`src/rtl/idli_pkg.sv`:
```
// idli_pkg: shared types for the idli core trace path.
//   ctr_t     - core sync counter (0 = first GCK of a period, all-ones = last)
//   reg_t     - GPR index
//   data_t    - PC / data word
//   trc_rec_t - retire trace record {pc, reg_mask, pred_wr, seq}
package idli_pkg;

   localparam int NUM_REGS  = 16;
   localparam int DATA_W    = 16;
   localparam int CTR_W     = 2;
   localparam int TRC_SEQ_W = 16;

   typedef logic [CTR_W-1:0]            ctr_t;
   typedef logic [$clog2(NUM_REGS)-1:0] reg_t;
   typedef logic [DATA_W-1:0]           data_t;

   typedef struct packed {
      data_t                pc;
      logic [NUM_REGS-1:0]  reg_mask;
      logic                 pred_wr;
      logic [TRC_SEQ_W-1:0] seq;
   } trc_rec_t;

   localparam int TRC_REC_W = $bits(trc_rec_t);

endpackage

```
`src/rtl/idli_trace_fifo_m.sv`:
```
// idli_trace_fifo_m: registered FIFO with valid/ready pop and drop-on-full push.
//   i_clk, i_rst_n - clock, async active-low reset
//   i_push, i_data - push strobe and payload (W bits)
//   o_vld, i_rdy   - head valid / consumer ready; pop on o_vld && i_rdy
//   o_data         - head payload
//   o_level        - occupancy, 0..DEPTH
//   o_drop         - push discarded this cycle (full and no pop)
module idli_trace_fifo_m #(
   parameter int DEPTH = 4,
   parameter int W     = 8
) (
   input  logic                     i_clk,
   input  logic                     i_rst_n,
   input  logic                     i_push,
   input  logic [W-1:0]             i_data,
   input  logic                     i_rdy,
   output logic                     o_vld,
   output logic [W-1:0]             o_data,
   output logic [$clog2(DEPTH):0]   o_level,
   output logic                     o_drop
);

   localparam int AW = $clog2(DEPTH);
   localparam int LW = AW + 1;

   logic [W-1:0]  r_mem [DEPTH];
   logic [AW-1:0] r_wptr;
   logic [AW-1:0] r_rptr;
   logic [LW-1:0] r_level;

   logic w_full;
   logic w_pop;
   logic w_push;

   assign w_full = (r_level == LW'(DEPTH));
   assign w_pop  = (r_level != '0) && i_rdy;
   // When full, a same-cycle pop frees the slot the write lands in.
   assign w_push = i_push && (!w_full || w_pop);
   assign o_drop = i_push && w_full && !w_pop;

   always_ff @(posedge i_clk or negedge i_rst_n) begin
      if (!i_rst_n) begin
         r_wptr  <= '0;
         r_rptr  <= '0;
         r_level <= '0;
      end else begin
         if (w_push) r_wptr <= r_wptr + AW'(1);
         if (w_pop)  r_rptr <= r_rptr + AW'(1);
         case ({w_push, w_pop})
            2'b10:   r_level <= r_level + LW'(1);
            2'b01:   r_level <= r_level - LW'(1);
            default: r_level <= r_level;
         endcase
      end
   end

   // Storage is deliberately left unreset; content is don't-care while empty.
   always_ff @(posedge i_clk) begin
      if (w_push) r_mem[r_wptr] <= i_data;
   end

   assign o_data  = r_mem[r_rptr];
   assign o_vld   = (r_level != '0);
   assign o_level = r_level;

endmodule

```
`src/rtl/idli_trace_m.sv`:
```
// idli_trace_m: retire trace capture for the idli core.
// Accumulates PC, written-GPR mask and predicate-write flag over the periods
// of one instruction and pushes a sequenced record into a trace FIFO on retire.
//   i_trc_gck, i_trc_rst_n           - clock, async active-low reset
//   i_trc_ctr                        - core sync counter
//   i_trc_run_instr                  - EX executing current instruction
//   i_trc_mem_op, i_trc_mem_op_last  - multi-period memory op / its final period
//   i_trc_dst_reg_wr, i_trc_dst_reg  - GPR write strobe and index
//   i_trc_dst_p, i_trc_skip          - predicate destination / instruction skipped
//   i_trc_enc_vld, i_trc_enc_new     - new valid encoding in EX
//   i_trc_pc                         - PC of instruction in EX
//   o_trc_vld, i_trc_rdy, o_trc_rec  - trace record stream
//   o_trc_level                      - FIFO occupancy
//   o_trc_ovf, i_trc_ovf_clr         - sticky overflow flag and clear
module idli_trace_m
   import idli_pkg::*;
#(
   parameter int DEPTH = 4,
   parameter int SEQ_W = TRC_SEQ_W
) (
   input  logic                    i_trc_gck,
   input  logic                    i_trc_rst_n,
   input  ctr_t                    i_trc_ctr,
   input  logic                    i_trc_run_instr,
   input  logic                    i_trc_mem_op,
   input  logic                    i_trc_mem_op_last,
   input  logic                    i_trc_dst_reg_wr,
   input  reg_t                    i_trc_dst_reg,
   input  logic                    i_trc_dst_p,
   input  logic                    i_trc_skip,
   input  logic                    i_trc_enc_vld,
   input  logic                    i_trc_enc_new,
   input  data_t                   i_trc_pc,
   output logic                    o_trc_vld,
   input  logic                    i_trc_rdy,
   output trc_rec_t                o_trc_rec,
   output logic [$clog2(DEPTH):0]  o_trc_level,
   output logic                    o_trc_ovf,
   input  logic                    i_trc_ovf_clr
);

   data_t               r_pc;
   logic [NUM_REGS-1:0] r_mask;
   logic                r_pred;
   logic [SEQ_W-1:0]    r_seq;
   logic                r_ovf;

   logic                w_ctr0;
   logic                w_done;
   logic [NUM_REGS-1:0] w_bit;
   logic                w_drop;
   trc_rec_t            w_push_rec;

   assign w_ctr0 = (i_trc_ctr == '0);
   assign w_done = (&i_trc_ctr) && i_trc_run_instr && (!i_trc_mem_op || i_trc_mem_op_last);
   assign w_bit  = NUM_REGS'(1) << i_trc_dst_reg;

   always_comb begin
      w_push_rec          = '0;
      w_push_rec.pc       = r_pc;
      w_push_rec.reg_mask = r_mask;
      w_push_rec.pred_wr  = r_pred;
      w_push_rec.seq      = TRC_SEQ_W'(r_seq);
   end

   always_ff @(posedge i_trc_gck or negedge i_trc_rst_n) begin
      if (!i_trc_rst_n) begin
         r_pc   <= '0;
         r_mask <= '0;
         r_pred <= 1'b0;
         r_seq  <= '0;
         r_ovf  <= 1'b0;
      end else begin
         if (w_ctr0 && i_trc_enc_vld && i_trc_enc_new) r_pc <= i_trc_pc;

         // Retire and capture never share an edge (ctr all-ones vs zero);
         // pc is intentionally held across retire.
         if (w_done) begin
            r_mask <= '0;
            r_pred <= 1'b0;
            r_seq  <= r_seq + SEQ_W'(1);
         end else if (w_ctr0) begin
            if (i_trc_dst_reg_wr)               r_mask <= r_mask | w_bit;
            if (i_trc_run_instr && i_trc_dst_p) r_pred <= !i_trc_skip;
         end

         // A new overflow wins over a same-edge clear.
         if (w_drop)             r_ovf <= 1'b1;
         else if (i_trc_ovf_clr) r_ovf <= 1'b0;
      end
   end

   idli_trace_fifo_m #(
      .DEPTH (DEPTH),
      .W     (TRC_REC_W)
   ) u_fifo (
      .i_clk   (i_trc_gck),
      .i_rst_n (i_trc_rst_n),
      .i_push  (w_done),
      .i_data  (w_push_rec),
      .i_rdy   (i_trc_rdy),
      .o_vld   (o_trc_vld),
      .o_data  (o_trc_rec),
      .o_level (o_trc_level),
      .o_drop  (w_drop)
   );

   assign o_trc_ovf = r_ovf;

endmodule

```
`config.mk`:
```
export PLATFORM = sky130hd
export DESIGN_NAME = idli_trace_m
export DESIGN_NICKNAME = d
export VERILOG_FILES = /design/src/rtl/idli_pkg.sv /design/src/rtl/idli_trace_fifo_m.sv /design/src/rtl/idli_trace_m.sv
export SDC_FILE = /design/constraint.sdc
export NUM_CORES = 1
export LEC_CHECK = 0
export CAP_MARGIN = 20
export CELL_PAD_IN_SITES_DETAIL_PLACEMENT = 1
export CELL_PAD_IN_SITES_GLOBAL_PLACEMENT = 1
export CORE_ASPECT_RATIO = 0.75
export CORE_MARGIN = 8
export CORE_UTILIZATION = 40
export CTS_BUF_LIST = sky130_fd_sc_hd__clkbuf_2
export DETAILED_ROUTE_END_ITERATION = 12
export GPL_TIMING_DRIVEN = 0
export PLACE_DENSITY_LB_ADDON = 0.1
export RECOVER_POWER = 100
export SLEW_MARGIN = 20
export SYNTH_ARGS = -nofsm -noshare
export SYNTH_HDL_FRONTEND = slang
export SYNTH_HIERARCHICAL = 1
export SYNTH_SLANG_ARGS = --single-unit
```
`constraint.sdc`:
```
create_clock -name i_trc_gck -period 2.15 [get_ports i_trc_gck]
set_clock_uncertainty 0.1 [all_clocks]
set_input_delay 0.43 -clock i_trc_gck [delete_from_list [all_inputs] [get_ports i_trc_gck]]
set_output_delay 0.43 -clock i_trc_gck [all_outputs]
set_load 0.005 [all_outputs]
```
==> flow_summary.ini, run 1 <==
[drt]
vias = 5305
avgRoutedWirePerCell_um = 22.2
drt_first_iter_violations = 251
drc = 0
routed_wl_um = 23300
final_antenna_net_count = 0
viasPerCell = 5.06
first_pass_iters = 4

[placed_design]
post-place-ws_ns = -1.26
port_buffers = 87
globalplace.congestion = 0.687
hpwl_um = 12200

[critical_path]
cpPeakStageDelay_ns = 0.55
crit_top_cell = buf_12
worstSetupPathType = reg -> out
worst-path-max-fanout = 7
crit_arrival_ns = 2.26
cp-end-kind = primary output
regToRegStartpoint = u_fifo/o_level[2]$_DFFE_PN0P_
cp_data_required_time_ns = 1.62
crit_path_cell_trace = buf_12 > buf_8 > buf_12 > mux4_2 > buf_6
r2r_cells = 9
path_buf_inv = 4
crit_family = buffers and inverters
slowest_stage = mux4_2
r2r_slack_ns = -0.59
r2r_end = u_fifo/r_mem[1][2]$_DFFE_PP_
cp-start-kind = flip-flop

[global_route]
track_usage_pct = 16.1
antenna_found_initial = 1
grt_start_max_net_pins = 46
first_global_vias = 6011
overflow = 0
grt_pass1_wl_um = 35400

[pwr]
power_w = 0.0142
static-leakage-power_nw = 4.70
powerDensity_mw_per_mm2 = 1160
ir_drop_mv = 0.440

[sta]
finalMaxSlewViolations = 0
whs_ns = -0.00977
slew_headroom_pct = 16.3
hold_viol_final = 1
finalCriticalPeriod_ns = 2.79
worst_pin_slew_ns = 1.26
finalCritPeriodShare_pct = 130
fmax_mhz = 359
setup_viol = 251
worst_slack_ns = -0.638
rsz0062_at_grt = true

[synthesis]
synth_seq_cells = 253
synth_common_cells = edfxtp_1 (196), dfrtp_1 (57), mux4_2 (49)
synth.distinct_cells = 46
yosysSeqAreaShare_pct = 75.5
synthCells = 473
netlist.area_leader.share_pct = 60.7
netlist_top_cells_area = edfxtp_1 (61%), dfrtp_1 (15%), mux4_2 (11%), mux2_4 (1.7%), xnor2_1 (0.99%)
synth_area_sq_mm = 0.00969
post_synth.cell_area_avg_sq_um = 20.5
yosys_warnings = 6
synth.net_count = 513
synth_area_leader_cell = edfxtp_1
synthFlopType = edfxtp_1
yosysMostFrequentCell = edfxtp_1
synth-edff-count = 196
synthArstFlopShare_pct = 22.5

[outcome]
outcome = finished with violations
violations = negative hold slack, negative setup slack

[cts]
clock_sinks = 253
cts_buffer_depth = 3
h-tree-depth = 3
cts_tree = built
clockRootBuffer = clkbuf_2
numCtsBuffers = 67
clk_latency_ns = 0.80
cts.reportedPaths.clkPinSlew_ns = 0.10

[layout]
area_growth_pct = 25.7
layout-drive-gt1-share_pct = 40.7
nNetsFinal = 727
postLayoutCoreUtil_pct = 51.0

[worst_hold_path]
hold_start = i_trc_run_instr
min_path_cells = 4
min_to = r_pred$_DFFE_PN0P_
min_path_type = in -> reg

[floorplanning]
pin_count = 88
fp.coreArea_sq_mm = 0.0239
die-area_sq_mm = 0.0295
die_y_um = 151
start_util_pct = 40.5
die_x_um = 196
std_cell_rows = 49

[flow_run]
maxCapViolations = 0
## registers in the layout, summed over array words and instances, names as in the netlist
register	cells
r_pred	1
o_trc_ovf	1
u_fifo/r_wptr	2
r_pc	16
u_fifo/r_rptr	2
r_mask	16
u_fifo/o_level	3
r_seq	16
u_fifo/r_mem	196
## metal layers
metal,global-route usage [%],share of wire (%)
met1,19.3,43
met2,27.8,50
met3,4.51,4.7
met4,5.97,2.1
met5,0,0
## worst max path at each step
stage | slack [ns] | from | cells past startpoint | to
final | -0.64 | u_fifo/r_rptr[0]$_DFFE_PN0N_ | 5 | o_trc_rec[16]
after global placement | -1.64 | i_trc_rst_n | 1 | r_mask[3]$_DFFE_PN0P_
after CTS | -0.73 | u_fifo/r_rptr[0]$_DFFE_PN0N_ | 5 | o_trc_rec[16]
after floorplan | 0.02 | i_trc_mem_op | 6 | u_fifo/r_mem[0][0]$_DFFE_PP_
after global routing | -0.77 | u_fifo/r_rptr[0]$_DFFE_PN0N_ | 5 | o_trc_rec[16]
after detailed placement | -1.26 | i_trc_ctr[0] | 7 | u_fifo/r_mem[1][14]$_DFFE_PP_
## logic make-up (layout without fill, tap and decap cells)
group	after synthesis	count (layout)	share of synthesized area, %
XOR/XNOR	21	21	1.90
other	0	2	0
multiplexers	68	68	14.0
buffers and inverters	27	283	1.38
AND/OR/NAND/NOR	75	86	4.75
AO/OA/AOI/OAI	23	23	1.65
adder cells (fa/ha/maj)	6	6	0.852
flip-flops	253	253	75.5
## where the power goes
group	switching, W	internal, W
combinational	0.00186	0.00255
clock	0.00193	0.00178
sequential	0.000304	0.00574
total	0.00409	0.0101
## cell usage in the layout, fill, tap and decap left out, types with 4 or more instances in the layout
cell             Yosys  final
and2_4               0     13
xnor2_1             11     11
buf_12               0     11
edfxtp_1           196    196
inv_1                9      9
clkinv_1             0     10
clkdlybuf4s50_1      0     25
clkbuf_1             6      5
clkbuf_2             0    109
dlygate4sd2_1        0      4
nor3_1               2      4
buf_2                8     36
a21oi_1              6      6
nor2_1              21     21
mux2_1               6     15
nand4_1              5      5
mux4_2              49     49
dlygate4sd3_1        0      7
buf_4                2     22
buf_6                2     30
dfrtp_1             57     54
xor2_1              10     10
nand3_1              6      7
nor2b_1              7      6
nand2_1              7      8
ha_1                 5      5
bufinv_16            0      4
a31oi_1              8      8
## worst register-to-register path, delay by kind of cell, from the launching register on
kind / cells / cell delay, ns
buffers and inverters: 6 / 1.02
and+or+nand+nor: 3 / 0.94
DFF: 1 / 0.39
## stage by stage
stage | std cells | TNS, ns | cell area [sq um] | hold WS (ns)
after floorplan | 473 | 0 | 9740 | 0.0344
after global placement | 866 | -351.30 | 11000 | 0.368
after detailed placement | 867 | -269.52 | 11000 | 0.213
after CTS | 1036 | -32.26 | 12200 | 0.0147
after global routing | 1048 | -143.56 | 12200 | -0.00652
final | 1048 | -109.61 | 12200 | -0.00977
## repair_timing
action,4_1_cts,5_1_grt
endpoints found under the setup margin,250,121
hold buffers,3,0
hold endpoints to repair,57,0
pin swaps,5,4
cloned,16,0
gates resized for setup,288,24
buffers inserted,29,17
## cell type report
class	instances	area [sq um]
Antenna cell	2	5.00
Timing Repair Buffer	135	1220
Sequential cell	253	7320
Tap cell	306	383
Inverter	9	33.8
Fill cell	2281	11700
Clock buffer	107	536
Multi-Input combinational cell	204	2300
Buffer	17	219
Clock inverter	15	163
(Power assumes the default switching activity.)
==> run 2, diff against run 1 <==
Settings changed: REMOVE_ABC_BUFFERS set to 1.
==> flow_summary.ini, run 2 (synthesis gave the netlist of run 1 again) <==
[outcome]
outcome = finished with violations
violations = negative setup slack

[cts]
cts_tree = built
cts.reportedPaths.clkPinSlew_ns = 0.11
clock_sinks = 253
h-tree-depth = 2
clockRootBuffer = clkbuf_2
numCtsBuffers = 61
clk_latency_ns = 0.81
cts_buffer_depth = 3

[layout]
nNetsFinal = 708
final_cells = 1026
area_growth_pct = 22.6
final_cell_mix = edfxtp_1 (196), clkbuf_2 (93), dfrtp_1 (52)
layout-drive-gt1-share_pct = 37.6
num_antenna_cells = 0
postLayoutCoreUtil_pct = 49.7
largest_reg_flops = 196
mostFrequentLayoutCell = edfxtp_1
top_register = u_fifo/r_mem

[worst_hold_path]
min_path_type = in -> reg

[critical_path]
path_buf_inv = 3
cpPeakStageDelay_ns = 0.80
cp-start-kind = input pin
cp_data_required_time_ns = 2.51
r2r_slack_ns = -0.07
crit_arrival_ns = 3.24
worstSetupPathType = in -> reg
worst-path-max-fanout = 31
cp-end-kind = flip-flop
crit_family = buffers and inverters
crit_path_cell_trace = dlygate4sd3_1 > nand3_1 > nor2_1 > dlymetal6s4s_1 > nor2b_2 > and2_4 > buf_12
slowest_stage = dlymetal6s4s_1

[sta]
finalCriticalPeriod_ns = 2.89
worst_pin_slew_ns = 0.971
finalMaxSlewViolations = 0
setup_viol = 251
finalCritPeriodShare_pct = 134
fmax_mhz = 347
worst_slack_ns = -0.735
rsz0062_at_grt = true
hold_viol_final = 0
slew_headroom_pct = 35.1

[placed_design]
globalplace.congestion = 0.670
hpwl_um = 12600
placed_cells = 856
port_buffers = 87

[global_route]
overflow = 0
grt_start_max_net_pins = 33
track_usage_pct = 15.9
first_global_vias = 5816
antenna_found_initial = 0
grt_pass1_wl_um = 35000

[drt]
drt_first_iter_violations = 235
avgRoutedWirePerCell_um = 22.4
vias = 5195
routed_wl_um = 23000
final_antenna_net_count = 0
drc = 0
viasPerCell = 5.06
first_pass_iters = 4

[floorplanning]
die-area_sq_mm = 0.0295
std_cell_rows = 49
fp.coreArea_sq_mm = 0.0239
die_y_um = 151
start_util_pct = 40.5
pin_count = 88
die_x_um = 196

[pwr]
ir_drop_mv = 0.500
static-leakage-power_nw = 4.52
powerDensity_mw_per_mm2 = 1130

[flow_run]
maxCapViolations = 0
## run 2: changes by cell type in the layout (fill, tap and decap cells not counted), sizes merged, moves of 2 or more
cell | previous run | this run
clkbuf | 118 | 98
clkinv | 11 | 24
and2 | 16 | 6
clkdlybuf4s50 | 25 | 30
bufinv | 4 | 0
dlygate4sd2 | 4 | 1
diode | 2 | 0
dlygate4sd3 | 7 | 5
## run 2: power breakdown
| group | internal (W) | switching (W) |
|---|---|---|
| sequential | 0.00575 | 0.000305 |
| clock | 0.00113 | 0.00187 |
| combinational | 0.00250 | 0.00187 |
## run 2: path summary, 6_finish.rpt
kind / startpoint / end / cells after the start
hold reg to reg: o_trc_ovf$_DFFE_PN0P_ / o_trc_ovf$_DFFE_PN0P_ / 1
max in group asynchronous: i_trc_rst_n / u_fifo/r_rptr[1]$_DFFE_PN0N_ / 4
min in group asynchronous: i_trc_rst_n / u_fifo/r_wptr[1]$_DFFE_PN0P_ / 4
setup / recovery: i_trc_ctr[1] / u_fifo/r_mem[1][45]$_DFFE_PP_ / 7
setup reg to reg: u_fifo/o_level[2]$_DFFE_PN0P_ / u_fifo/o_level[2]$_DFFE_PN0P_ / 8
hold / removal: i_trc_pc[9] / r_pc[9]$_DFFE_PN0P_ / 2
## run 2: area by class of cell
type / instances / area [sq um]
fillers: 2303 / 12000
flip-flops and latches: 253 / 7320
multi-input cells: 194 / 2210
repair buffers: 149 / 1390
clock buffers: 90 / 450
well taps: 306 / 383
clock inverters: 25 / 95.1
inverters: 9 / 33.8
## run 2: repair_timing
action / 4_1_cts / 5_1_grt
gates cloned: 5 / 0
gates resized for setup: 239 / 20
setup buffers: 45 / 6
hold buffers: 4 / 0
setup endpoints to repair: 250 / 57
endpoints found under the hold margin: 58 / 0
pin swaps: 6 / 5
## run 2: routing by layer
metal	global-route usage [%]	vias up	part of all wire, %
met5	0	-	0
met4	4.31	0	1.4
met3	4.09	36	5.3
met2	25.7	137	48
met1	21.3	2701	46
li1	-	2321	-
## run 2: stage by stage
step / setup slack (ns) / total power (W) / hold slack (ns) / cell area, sq um / setup TNS (ns)
after CTS: -0.863 / 0.0136 / 0.0346 / 12000 / -38.51
after floorplan: -1.08 / 0.00790 / 0.0344 / 9590 / -196.57
after global placement: -2.73 / 0.00932 / 0.374 / 10800 / -771.16
after global routing: -0.855 / 0.0142 / 0.0404 / 11900 / -185.97
final: -0.735 / 0.0134 / 0.142 / 11900 / -165.23
after detailed placement: -1.28 / 0.00982 / 0.303 / 11000 / -262.26
## run 2: worst reg2reg max path, stage by stage (launching register included)
cell      delay [ns]
dfrtp_2         0.39
clkbuf_1        0.21
buf_6           0.14
o31a_1          0.16
nand2b_1        0.09
fa_1            0.45
nand2b_1        0.19
o32ai_2         0.26
xor2_1          0.17
==> RTL edit 1, RTL diff (settings of run 1) <==
`CTR_W`: 2 -> 4.
--- a/src/rtl/idli_pkg.sv
+++ b/src/rtl/idli_pkg.sv
@@ -7,7 +7,7 @@
 
    localparam int NUM_REGS  = 16;
    localparam int DATA_W    = 16;
-   localparam int CTR_W     = 2;
+   localparam int CTR_W     = 4;
    localparam int TRC_SEQ_W = 16;
 
    typedef logic [CTR_W-1:0]            ctr_t;
Interface: changed (resized i_trc_ctr); port bits go from 88 to 90. No check against the original RTL was run, so the function may have changed too.
==> RTL edit 1 against run 1 <==
- the flow finishes with violations (setup timing)
- synthesized cell count is 2.1% lower
- largest power group unchanged
- count of clock-buffer cells in the layout is 10 lower
- largest cell class unchanged
- sequential cell count stayed put
- power is 6.5% lower
- die area is 0.15% higher
- combinational power is 3% lower
- cell area is 1.8% lower
- routed wire length is 0.60% higher
- setup slack worse by 0.048 ns
- area after synthesis is 0.17% higher
==> RTL edit 1: results (changes against run 1) <==
- Status: finished, violations left
- Failing checks: setup timing
- Routed len/inst: 23.1 um (+4.1%)
* Htree depth: 2 (-1)
- Setup TNS: -81.82 ns (+27.79 ns)
- Worst hold margin: 0.118 ns (+0.128 ns)
* Reported leakage power: 4.58 nW (-2.6%)
- The worst-case reg-to-reg path depth came to 8 (-1).
- Synth cell count leaders: 196 x sky130_fd_sc_hd__edfxtp_1, 57 x sky130_fd_sc_hd__dfrtp_1, 49 x sky130_fd_sc_hd__mux4_2
- The vias per cell was 5.07 (+0.18%).
* Share of the synthesized area in compound gates (AO/OA/AOI/OAI): 2.01% (+0.36 points)
- The count of final setup violators is 278 (+11%).
* Global-route total usage across every layer: 15.5% (-0.62 points)
* Worst path setup slack after routing: -0.685 ns (-0.0476 ns)
- The wire length on met2 was 11.1 mm (-4.8%).
* Wire length of the first global-routing pass: 34.7 mm (-2.1%)
* Final HPWL DP: 12.5 mm (+2.2%)
* Worst Hold End: r_pc[3]$_DFFE_PN0P_
* Worst reg2reg startpoint: u_fifo/o_level[1]$_DFFE_PN0P_
- The multi-input combinational cell count is 186 (-8.8%).
- Count of buffers inserted at the top-level ports: 89 (+2.3%)
- R2R setup slack: -0.32 ns (+0.27 ns)
- Inverter count of the layout excluding clock inverters: 12 (+3)
- The weighted congestion reported at the end of routability-driven placement was 0.696 (+1.3%).
- The worst max-slew margin expressed relative to the limit came to 10.5% (-5.7 points).
* HP Start: i_trc_pc[3]
RTL edit 1: cell types whose count changed in the layout (fill, tap and decap cells not counted), moves of 7 or more:
cell / run 1 / this run
sky130_fd_sc_hd__buf_6: 30 / 22
sky130_fd_sc_hd__nor4_1: 0 / 8
sky130_fd_sc_hd__mux2_1: 15 / 0
sky130_fd_sc_hd__a22o_1: 0 / 14
sky130_fd_sc_hd__nor2_1: 21 / 4
sky130_fd_sc_hd__buf_4: 22 / 13
sky130_fd_sc_hd__mux2_4: 2 / 11
sky130_fd_sc_hd__clkbuf_2: 109 / 100
sky130_fd_sc_hd__clkdlybuf4s50_1: 25 / 32
sky130_fd_sc_hd__a31oi_1: 8 / 0
RTL edit 1: power breakdown:
part | switching [mW] | leakage [nW] | internal, mW | total (mW)
registers | 0.211 | 2.57 | 5.56 | 5.77
clock network | 1.89 | 0.447 | 1.31 | 3.20
logic | 1.81 | 1.57 | 2.46 | 4.27
total | 3.91 | 4.58 | 9.33 | 13.2
==> RTL edit 2, RTL diff (config.mk and constraints of run 1) <==
Without the edit above. Make the reset (`i_rst_n` and `i_trc_rst_n`) synchronous in 2 clocked blocks. Comments in the files are not updated.
--- a/src/rtl/idli_trace_fifo_m.sv
+++ b/src/rtl/idli_trace_fifo_m.sv
@@ -38,7 +38,7 @@
    assign w_push = i_push && (!w_full || w_pop);
    assign o_drop = i_push && w_full && !w_pop;
 
-   always_ff @(posedge i_clk or negedge i_rst_n) begin
+   always_ff @(posedge i_clk) begin
       if (!i_rst_n) begin
          r_wptr  <= '0;
          r_rptr  <= '0;
--- a/src/rtl/idli_trace_m.sv
+++ b/src/rtl/idli_trace_m.sv
@@ -63,7 +63,7 @@
       w_push_rec.seq      = TRC_SEQ_W'(r_seq);
    end
 
-   always_ff @(posedge i_trc_gck or negedge i_trc_rst_n) begin
+   always_ff @(posedge i_trc_gck) begin
       if (!i_trc_rst_n) begin
          r_pc   <= '0;
          r_mask <= '0;
Behaviour: differs if i_trc_rst_n is asserted again (counterexample within 4 cycles, from zero or initial values and one cycle with i_trc_rst_n low); with i_trc_rst_n held inactive, the same outputs for 4 cycles.
==> RTL edit 2 against run 1 <==
- the flow finishes with violations (setup timing)
- highest routed layer unchanged
- cell area decreased by 3.5%
- sequential cell count increased by 2
- utilization decreased by 1.4 points
- area after synthesis decreased by 1.1%
- cell count increased by 4.3%
- count of clock-buffer cells in the layout decreased by 6
- setup slack got worse by 0.015 ns
- critical path depth unchanged
- non-clock buffer count decreased by 5
- routed wire length increased by 2.1%
- largest cell class unchanged
- critical endpoint is now o_trc_rec[46]
Power is not compared: it rests on default switching activity, and its combinational part moved more than twofold at a synthesized area within 25%.
==> RTL edit 2: results (changes against run 1) <==
* Status: finished, violations left
* Adder-Cell Fraction of Synth Area: 0.862% (+0.0095 points)
* Clock insertion delay at the later pin of the skew report: 0.82 ns (+0.02 ns)
* Failing checks: setup timing
- Maximum number of pins on one net before global-route repair: 26 (-43%)
- Worst Hold End: r_pc[4]$_SDFFE_PN0P_
- Final layout net count: 775 (+6.6%)
- The proportion of synthesized flip-flops having asynchronous set or reset was 0% (-23 points).
- Final weighted congestion in routability-driven placement: 0.756 (+10%)
- Wire length of the first global-routing pass: 36.4 mm (+2.9%)
- The post-synthesis xor/xnor area fraction came to 0.914% (-0.98 points).
- The count of final setup violators came to 88 (-65%).
- The setup slack after layout was -0.653 ns (-0.0149 ns).
- The fraction of final layout cells with drive strength greater than 1 was 34.0% (-6.7 points).
- The longest individual stage delay on the worst path is 0.57 ns (+0.02 ns).
- The worst hold slack after final layout came to 0.0988 ns (+0.109 ns).
* R2R setup slack: -0.02 ns (+0.57 ns)
- Global-route total usage across every layer: 16.5% (+0.33 points)
- Routed len/inst: 21.7 um (-2.1%)
- The detailed-placement wirelength estimate is 13.5 mm (+10%).
* Share of the synthesized area in compound gates (AO/OA/AOI/OAI): 3.96% (+2.3 points)
* TritonCTS Buffers: 60 (-10%)
* Post-Synthesis Net Count: 589 (+15%)
* Htree depth: 2 (-1)
- Setup TNS: -29.45 ns (+80.15 ns)
- Synth cell count leaders: 196 x sky130_fd_sc_hd__edfxtp_1, 59 x sky130_fd_sc_hd__dfxtp_1, 44 x sky130_fd_sc_hd__mux4_2
* Sequential share of the synthesized area: 73.7% (-1.7 points)
* Peak fanout along the critical path: 5 (-2)
- The most critical setup path has its endpoint at o_trc_rec[46].
* Vias in the first global route: 6197 (+3.1%)
* Biggest area contributors in the synthesized netlist: sky130_fd_sc_hd__edfxtp_1 61%, sky130_fd_sc_hd__dfxtp_1 12%, sky130_fd_sc_hd__mux4_2 10%
RTL edit 2: per-layer routing:
| layer | vias up | routed length, um | track usage (%) |
|---|---|---|---|
| li1 | 2589 | - | - |
| met4 | 0 | 516 | 5.90 |
| met3 | 47 | 1430 | 4.36 |
| met2 | 162 | 11300 | 27.1 |
| met5 | - | 0 | 0 |
| met1 | 2898 | 10500 | 21.0 |
RTL edit 2: stage by stage:
| stage | std cells | total power [mW] | instance area [um2] |
|---|---|---|---|
| final | 1093 | 8.84 | 11800 |
| after global routing | 1093 | 9.27 | 11800 |
| after CTS | 1089 | 8.98 | 11700 |
| after detailed placement | 941 | 5.86 | 10900 |
| after global placement | 941 | 5.85 | 10900 |
| after floorplan | 549 | 5.61 | 9650 |
RTL edit 2: kinds of logic after synthesis:
kind of cell | Yosys count
compound gates | 66
fa+ha+maj | 6
xor+xnor | 10
flops | 255
mux | 50
simple gates | 124
buf+inv | 38
RTL edit 2: cell type report:
class / count / area, um2
antenna: 1 / 2.50
multi-input combinational: 260 / 2400
clock inverter: 12 / 46.3
buffer: 25 / 234
timing repair buffer: 122 / 1080
inverter: 11 / 43.8
sequential: 255 / 7070
tap: 306 / 383
fill: 2313 / 12000
clock buffer: 101 / 505
RTL edit 2: repair_timing:
action,4_1_cts,5_1_grt
hold buffers,10,0
gates resized for setup,251,23
buffers inserted,18,7
setup endpoints to repair,250,193
gates cloned,7,0
pin swaps,5,1
endpoints found under the hold margin,14,0
RTL edit 2: power by group:
part	leakage, nW	total, mW	internal, mW	switching, mW
Combinational	1.33	0.462	0.252	0.209
Sequential	2.33	5.31	5.29	0.0231
Clock	0.446	3.06	1.22	1.84
Total	4.11	8.84	6.77	2.07
